--- config.mk ---
export PLATFORM = sky130hd
export DESIGN_NAME = morse_tone_sequencer
export DESIGN_NICKNAME = d
export VERILOG_FILES = /design/src/rtl/morse_pkg.sv /design/src/rtl/tone_gen.sv /design/src/rtl/morse_tone_sequencer.sv
export SDC_FILE = /design/constraint.sdc
export NUM_CORES = 1
export LEC_CHECK = 0
export ABC_AREA = 0
export BUFFER_PORTS_ARGS = -buffer_cell sky130_fd_sc_hd__clkbuf_2
export CAP_MARGIN = 20
export CORE_MARGIN = 2
export CORE_UTILIZATION = 57
export CTS_BUF_LIST = sky130_fd_sc_hd__clkbuf_4 sky130_fd_sc_hd__clkbuf_8
export CTS_CLUSTER_DIAMETER = 40
export DETAILED_ROUTE_END_ITERATION = 8
export GPL_ROUTABILITY_DRIVEN = 0
export PLACE_DENSITY = 0.74
export SLEW_MARGIN = 25
export SYNTH_ARGS = -nofsm -noshare
export SYNTH_HDL_FRONTEND = slang
export SYNTH_SLANG_ARGS = --single-unit
--- constraint.sdc ---
create_clock -name clk -period 3.9 [get_ports clk]
set_input_delay 0.39 -clock clk [delete_from_list [all_inputs] [get_ports clk]]
set_output_delay 0.39 -clock clk [all_outputs]
set_load 0.01 [all_outputs]
--- src/rtl/morse_pkg.sv ---
`default_nettype none
// ============================================================================
//  Module   : morse_pkg
//  Purpose  : Shared state encoding, element codes and timing multiples for
//             the Morse tone sequencer.
//  Revision : 1.0  initial release
// ============================================================================
package morse_pkg;

    // Sequencer state encoding
    typedef logic [1:0] state_t;
    localparam state_t ST_IDLE = 2'd0;
    localparam state_t ST_MARK = 2'd1;
    localparam state_t ST_GAP  = 2'd2;
    localparam state_t ST_LGAP = 2'd3;

    // Element codes as carried in sym_bits
    localparam logic DOT  = 1'b0;
    localparam logic DASH = 1'b1;

    // Durations in Morse time units
    localparam logic [2:0] UNITS_DOT  = 3'd1;
    localparam logic [2:0] UNITS_DASH = 3'd3;
    localparam logic [2:0] GAP_ELEM   = 3'd1;
    localparam logic [2:0] GAP_CHAR   = 3'd3;
    localparam logic [2:0] GAP_WORD   = 3'd7;

    // Longest symbol the sequencer will play
    localparam logic [2:0] MAX_LEN = 3'd5;

    // Lengths 6 and 7 are treated as the longest legal symbol
    function automatic logic [2:0] clamp_len(input logic [2:0] len);
        return (len > MAX_LEN) ? MAX_LEN : len;
    endfunction

endpackage
`default_nettype wire

--- src/rtl/tone_gen.sv ---
`default_nettype none
// ============================================================================
//  Module   : tone_gen
//  Purpose  : Free-running square wave, high for TONE_HIGH cycles out of
//             every TONE_PERIOD cycles.
//  Revision : 1.0  initial release
// ============================================================================
module tone_gen #(
    parameter int TONE_PERIOD = 1_000_000,
    parameter int TONE_HIGH   = 500_000
) (
    input  logic clk,
    input  logic rst,
    output logic tone
);

    localparam int                c_cw       = (TONE_PERIOD > 2) ? $clog2(TONE_PERIOD) : 1;
    localparam logic [c_cw-1:0]   c_cnt_last = c_cw'(TONE_PERIOD - 1);
    localparam logic [c_cw-1:0]   c_cnt_high = c_cw'(TONE_HIGH);

    logic [c_cw-1:0] r_cnt;

    // Phase counter wrapping every TONE_PERIOD cycles
    always_ff @(posedge clk or negedge rst) begin
        if (!rst) begin
            r_cnt <= '0;
        end else if (r_cnt == c_cnt_last) begin
            r_cnt <= '0;
        end else begin
            r_cnt <= r_cnt + 1'b1;
        end
    end

    assign tone = (r_cnt < c_cnt_high);

endmodule
`default_nettype wire

--- src/rtl/morse_tone_sequencer.sv ---
`default_nettype none
// ============================================================================
//  Module   : morse_tone_sequencer
//  Purpose  : Plays one Morse symbol (up to five dots/dashes, or a word
//             space) as a gated square-wave tone, with manual-key sidetone
//             while idle.
//  Revision : 1.0  initial release
// ============================================================================
module morse_tone_sequencer
    import morse_pkg::*;
#(
    parameter int UNIT_CYCLES = 5_000_000,
    parameter int TONE_PERIOD = 1_000_000,
    parameter int TONE_HIGH   = 500_000
) (
    input  logic       clk,
    input  logic       rst,
    input  logic       sym_valid,
    output logic       sym_ready,
    input  logic [4:0] sym_bits,
    input  logic [2:0] sym_len,
    input  logic       abort,
    input  logic       key_in,
    output logic       busy,
    output logic       done,
    output logic       beep
);

    // Timer must reach 7*UNIT_CYCLES-1 (the word space) without wrapping
    localparam int c_tw = $clog2(7 * UNIT_CYCLES);

    state_t          r_state;
    logic [c_tw-1:0] r_timer;
    logic [2:0]      r_idx;
    logic [4:0]      r_bits;
    logic [2:0]      r_len;
    logic            r_done;
    logic            r_beep;

    logic            w_accept;
    logic            w_elem;
    logic [2:0]      w_units;
    logic [c_tw-1:0] w_last;
    logic            w_expire;
    logic            w_gate;
    logic            w_tone;

    // Ready only while idle and out of reset
    assign sym_ready = rst & (r_state == ST_IDLE);
    assign w_accept  = sym_valid & sym_ready & ~abort;
    assign w_elem    = r_bits[r_idx];

    // Length of the current state in units; the long gap doubles as word space
    always_comb begin
        w_units = GAP_ELEM;
        case (r_state)
            ST_MARK: w_units = (w_elem == DOT) ? UNITS_DOT : UNITS_DASH;
            ST_GAP:  w_units = GAP_ELEM;
            ST_LGAP: w_units = (r_len == 3'd0) ? GAP_WORD : GAP_CHAR;
            default: w_units = GAP_ELEM;
        endcase
    end

    assign w_last   = c_tw'(int'(w_units) * UNIT_CYCLES - 1);
    assign w_expire = (r_timer == w_last);

    // Playback state machine with abort as the highest-priority exit
    always_ff @(posedge clk or negedge rst) begin
        if (!rst) begin
            r_state <= ST_IDLE;
            r_timer <= '0;
            r_idx   <= '0;
            r_bits  <= '0;
            r_len   <= '0;
            r_done  <= 1'b0;
        end else if (abort) begin
            r_state <= ST_IDLE;
            r_timer <= '0;
            r_idx   <= '0;
            r_done  <= 1'b0;
        end else begin
            r_done <= 1'b0;
            case (r_state)
                ST_IDLE: begin
                    if (w_accept) begin
                        r_bits  <= sym_bits;
                        r_len   <= clamp_len(sym_len);
                        r_idx   <= '0;
                        r_timer <= '0;
                        r_state <= (sym_len == 3'd0) ? ST_LGAP : ST_MARK;
                    end
                end
                ST_MARK: begin
                    if (w_expire) begin
                        r_timer <= '0;
                        if ((r_idx + 3'd1) < r_len) begin
                            r_idx   <= r_idx + 3'd1;
                            r_state <= ST_GAP;
                        end else begin
                            r_state <= ST_LGAP;
                        end
                    end else begin
                        r_timer <= r_timer + 1'b1;
                    end
                end
                ST_GAP: begin
                    if (w_expire) begin
                        r_timer <= '0;
                        r_state <= ST_MARK;
                    end else begin
                        r_timer <= r_timer + 1'b1;
                    end
                end
                ST_LGAP: begin
                    if (w_expire) begin
                        r_timer <= '0;
                        r_idx   <= '0;
                        r_done  <= 1'b1;
                        r_state <= ST_IDLE;
                    end else begin
                        r_timer <= r_timer + 1'b1;
                    end
                end
                default: begin
                    r_state <= ST_IDLE;
                    r_timer <= '0;
                    r_idx   <= '0;
                end
            endcase
        end
    end

    tone_gen #(
        .TONE_PERIOD (TONE_PERIOD),
        .TONE_HIGH   (TONE_HIGH)
    ) u_tone_gen (
        .clk  (clk),
        .rst  (rst),
        .tone (w_tone)
    );

    // Key input only reaches the buzzer while idle
    assign w_gate = (r_state == ST_MARK) | ((r_state == ST_IDLE) & key_in);

    // Buzzer pin registered to keep it glitch-free
    always_ff @(posedge clk or negedge rst) begin
        if (!rst) begin
            r_beep <= 1'b0;
        end else begin
            r_beep <= w_tone & w_gate;
        end
    end

    assign busy = (r_state != ST_IDLE);
    assign done = r_done;
    assign beep = r_beep;

endmodule
`default_nettype wire

==> impl_metrics.csv <==
group,metric,value,unit
outcome,status,"complete, no violations",
drt,drtAntennaViolNets,0,
place,dp_hpwl,5.470,mm
sta,setup_viol,0,
layout,drive_above_1_share,0.1280,
sta,fin_setup_tns,0,ns
global_routing,grt_use_total,0.2629,
synth,ys_seq_area_frac,0.4323,
floorplanning,die_w,82.71,µm
synth,synthTopCellsByCount,"dfrtp_1 (61), nand2_1 (34), o21ai_0 (32), nor2_1 (29), nand3_1 (24)",
sta,slew_headroom,0.4967,
clocking,cts_tree,"yes",
synth,synth_seq_cells,61,
synth,synth_cells,395,
sta,final-hold-violation-count,0,
drt,totalWireLength,7.955,mm
place,port_buffers,16,
synth,yosysMostFrequentCell,"dfrtp_1",
synth,synth-adder-area-share,0.03544,
global_routing,grt_pass1_wl,13.42,mm
synth,synth_top_family_by_area,"simple AND/OR/NAND/NOR gates",
hold_path,holdPathStages,2,
clocking,clock_latency,0.34,ns
clocking,cts.htree.levels,3,
drt,drt_iter0_drc,279,
global_routing,grt_pass1_vias,2903,
synth,synth_area_per_cell,8.939,µm²
critical_path,critPathKind,"reg2reg",
layout,areaGrowthSynthToFinish,11.94,%
critical_path,start_kind,"flip-flop",
floorplanning,fp-row-count,28,
pwr,p_leak,1.747,nW
global_routing,grt_max_degree,62,
clocking,cts_setup_buffers,0,
critical_path,required,4.18,ns
hold_path,hold_path_class,"in2reg",
pwr,pwr_density_cell,370.3,nW/µm²
synth,synth-xor-area-share,0.04217,
floorplanning,pin_count,17,
synth,async_flop_share,1.000,
drt,m1WireLength,3.769,mm
critical_path,worstRegToRegCells,12,
synth,synth_area_leaders,"dfrtp_1 (43%), o21ai_0 (4.5%), nand2_1 (3.6%)",
clocking,numClockSinks,61,
synth,synth_mux_area_frac,0.03721,
sta,max_slew.worst_pin.slew,0.7550,ns
sta,skew,0.01266,ns
sta,fmax,0.2685,GHz
synth,ys.flop_type,"dfrtp_1",
floorplanning,initial_core_util,0.5929,
floorplanning,dieArea,6840,µm²
clocking,clockBufferDepth,2,
clocking,path_clk_slew,0.07,ns
floorplanning,die_y,82.71,µm
sta,rsz0062_at_grt,"false",
global_routing,grt_antenna_before_repair,0,
place,dp_slack,0.1722,ns
drt,firstDrtPassIters,6,
layout,diodes,0,
drt,num_vias,3093,
drt,wl_met3,444,µm
synth,synth_nets,418,
clocking,cts-resized-gates,0,
synth,yosys.area_share.simple,0.2644,
critical_path,arrival,4.00,ns
layout,nets,440,
drt,met2_length,3.557,mm
drt,drc,0,
critical_path,critPathMaxFanout,19,
clocking,cts_root_buffer,"clkbuf_8",
synth,synth.largest_area_cell,"dfrtp_1",
sta,maxSlewViolCount,0,
clocking,cts_buffers,9,
floorplanning,core_area,5956,µm²
pwr,ir_drop,0.0003186,V
synth,synth_edf_count,0,
global_routing,grt-ovfl-total,0,
critical_path,endpoint_kind,"flip-flop",
synth,synth_compound_area_frac,0.1488,
synth,netlist.area_leader.share,0.4323,
sta,finalCritPeriodShare,0.9551,
clocking,holdBufCountCts,0,
flow_run,cap_violations,0,
drt,wl_per_cell,16.01,µm
sta,setup_ws,0.1752,ns
drt,viasPerCell,6.223,
sta,finalCriticalPeriod,3.725,ns
synth,ys_types,50,
drt,top_layer_used,"met4",
synth,synth_area,3531,µm²
synth,yosysWarnings,0,
registers in the layout, summed over array words and instances (netlist names):
| name | flops |
|---|---|
| r_timer | 26 |
| u_tone_gen.r_cnt | 20 |
| r_state | 2 |
| r_bits | 5 |
| beep | 1 |
| r_idx | 3 |
| r_len | 3 |
| done | 1 |
cells in the final DEF, fill, tap and decap left out, types with 4 or more instances in the layout:
cell	n
a31oi_1	14
nor4_1	9
or3_1	19
buf_4	8
clkbuf_8	10
ha_1	10
mux2_2	9
xor2_1	9
or4_1	4
nor2_1	29
xnor2_1	8
a21o_1	7
nand3_1	24
inv_1	20
nand2_1	34
a21oi_1	12
dfrtp_1	60
and2_1	4
o21ai_0	32
nor2b_1	4
clkbuf_2	16
nand4_1	10
nor3_1	13
and3_1	10
per-stage QoR:
step / utilization / power, mW / cell area, µm² / instances / hold slack [ns]
2_1_floorplan: - / 0.7788 / 3531 / 395 / 0.09441
3_3_place_gp: 0.6225 / 0.8318 / 3707 / 481 / 0.4533
3_5_place_dp: 0.6225 / 0.8374 / 3707 / 481 / 0.4573
4_1_cts: 0.6601 / 1.475 / 3931 / 497 / 0.2620
5_1_grt: 0.6637 / 1.524 / 3953 / 497 / 0.2692
6_report: 0.6637 / 1.464 / 3953 / 497 / 0.2737
where the power goes:
group	switching [mW]	leakage (nW)	internal (mW)
Combinational	0.0943	0.819	0.0606
Clock	0.260	0.112	0.376
Sequential	0.0154	0.816	0.657
final timing paths:
check,startpoint,end,slack (ns)
worst max-delay path,r_idx[2]$_DFFE_PN0P_,r_idx[2]$_DFFE_PN0P_,0.18
worst min-delay path,sym_bits[0],r_bits[0]$_DFFE_PN0P_,0.27
worst max register to register,r_idx[2]$_DFFE_PN0P_,r_idx[2]$_DFFE_PN0P_,0.18
worst min register to register,u_tone_gen.r_cnt[4]$_DFF_PN0_,u_tone_gen.r_cnt[4]$_DFF_PN0_,0.47
max in group asynchronous,rst,r_idx[2]$_DFFE_PN0P_,3.06
min in group asynchronous,rst,u_tone_gen.r_cnt[18]$_DFF_PN0_,0.31
worst max-delay path, cell delays in order (launching register included):
cell     delay (ns)
dfrtp_2        0.45
or3b_1         0.40
o22a_1         0.22
nand2_1        0.09
inv_1          0.05
ha_1           0.23
xor2_1         0.17
or4_1          0.49
or4_1          0.48
or4_4          0.45
buf_8          0.18
or3_1          0.38
nand3_1        0.09
routing by layer:
layer	track usage	up-vias
met3	0.06196	24
met4	0.1033	0
li1	-	1480
met1	0.3627	1480
met2	0.4008	109
met5	0	-
cell type report:
type                       instances  area [µm²]
sequential                        61        1528
clock inverter                     6       86.33
multi-input combinational        300        1877
clock buffer                      10       137.6
timing repair buffer              25       155.1
inverter                          20       75.07
fill                             479        2003
tap                               75       93.84
cell families (layout without fill, tap and decap cells):
| kind of cell | count (synthesis) | in the layout |
|---|---|---|
| mux | 12 | 12 |
| buf+inv | 34 | 61 |
| simple gates | 176 | 176 |
| compound gates | 85 | 85 |
| flops | 61 | 61 |
| fa+ha+maj | 10 | 10 |
| xor+xnor | 17 | 17 |
(Power assumes the default switching activity.)
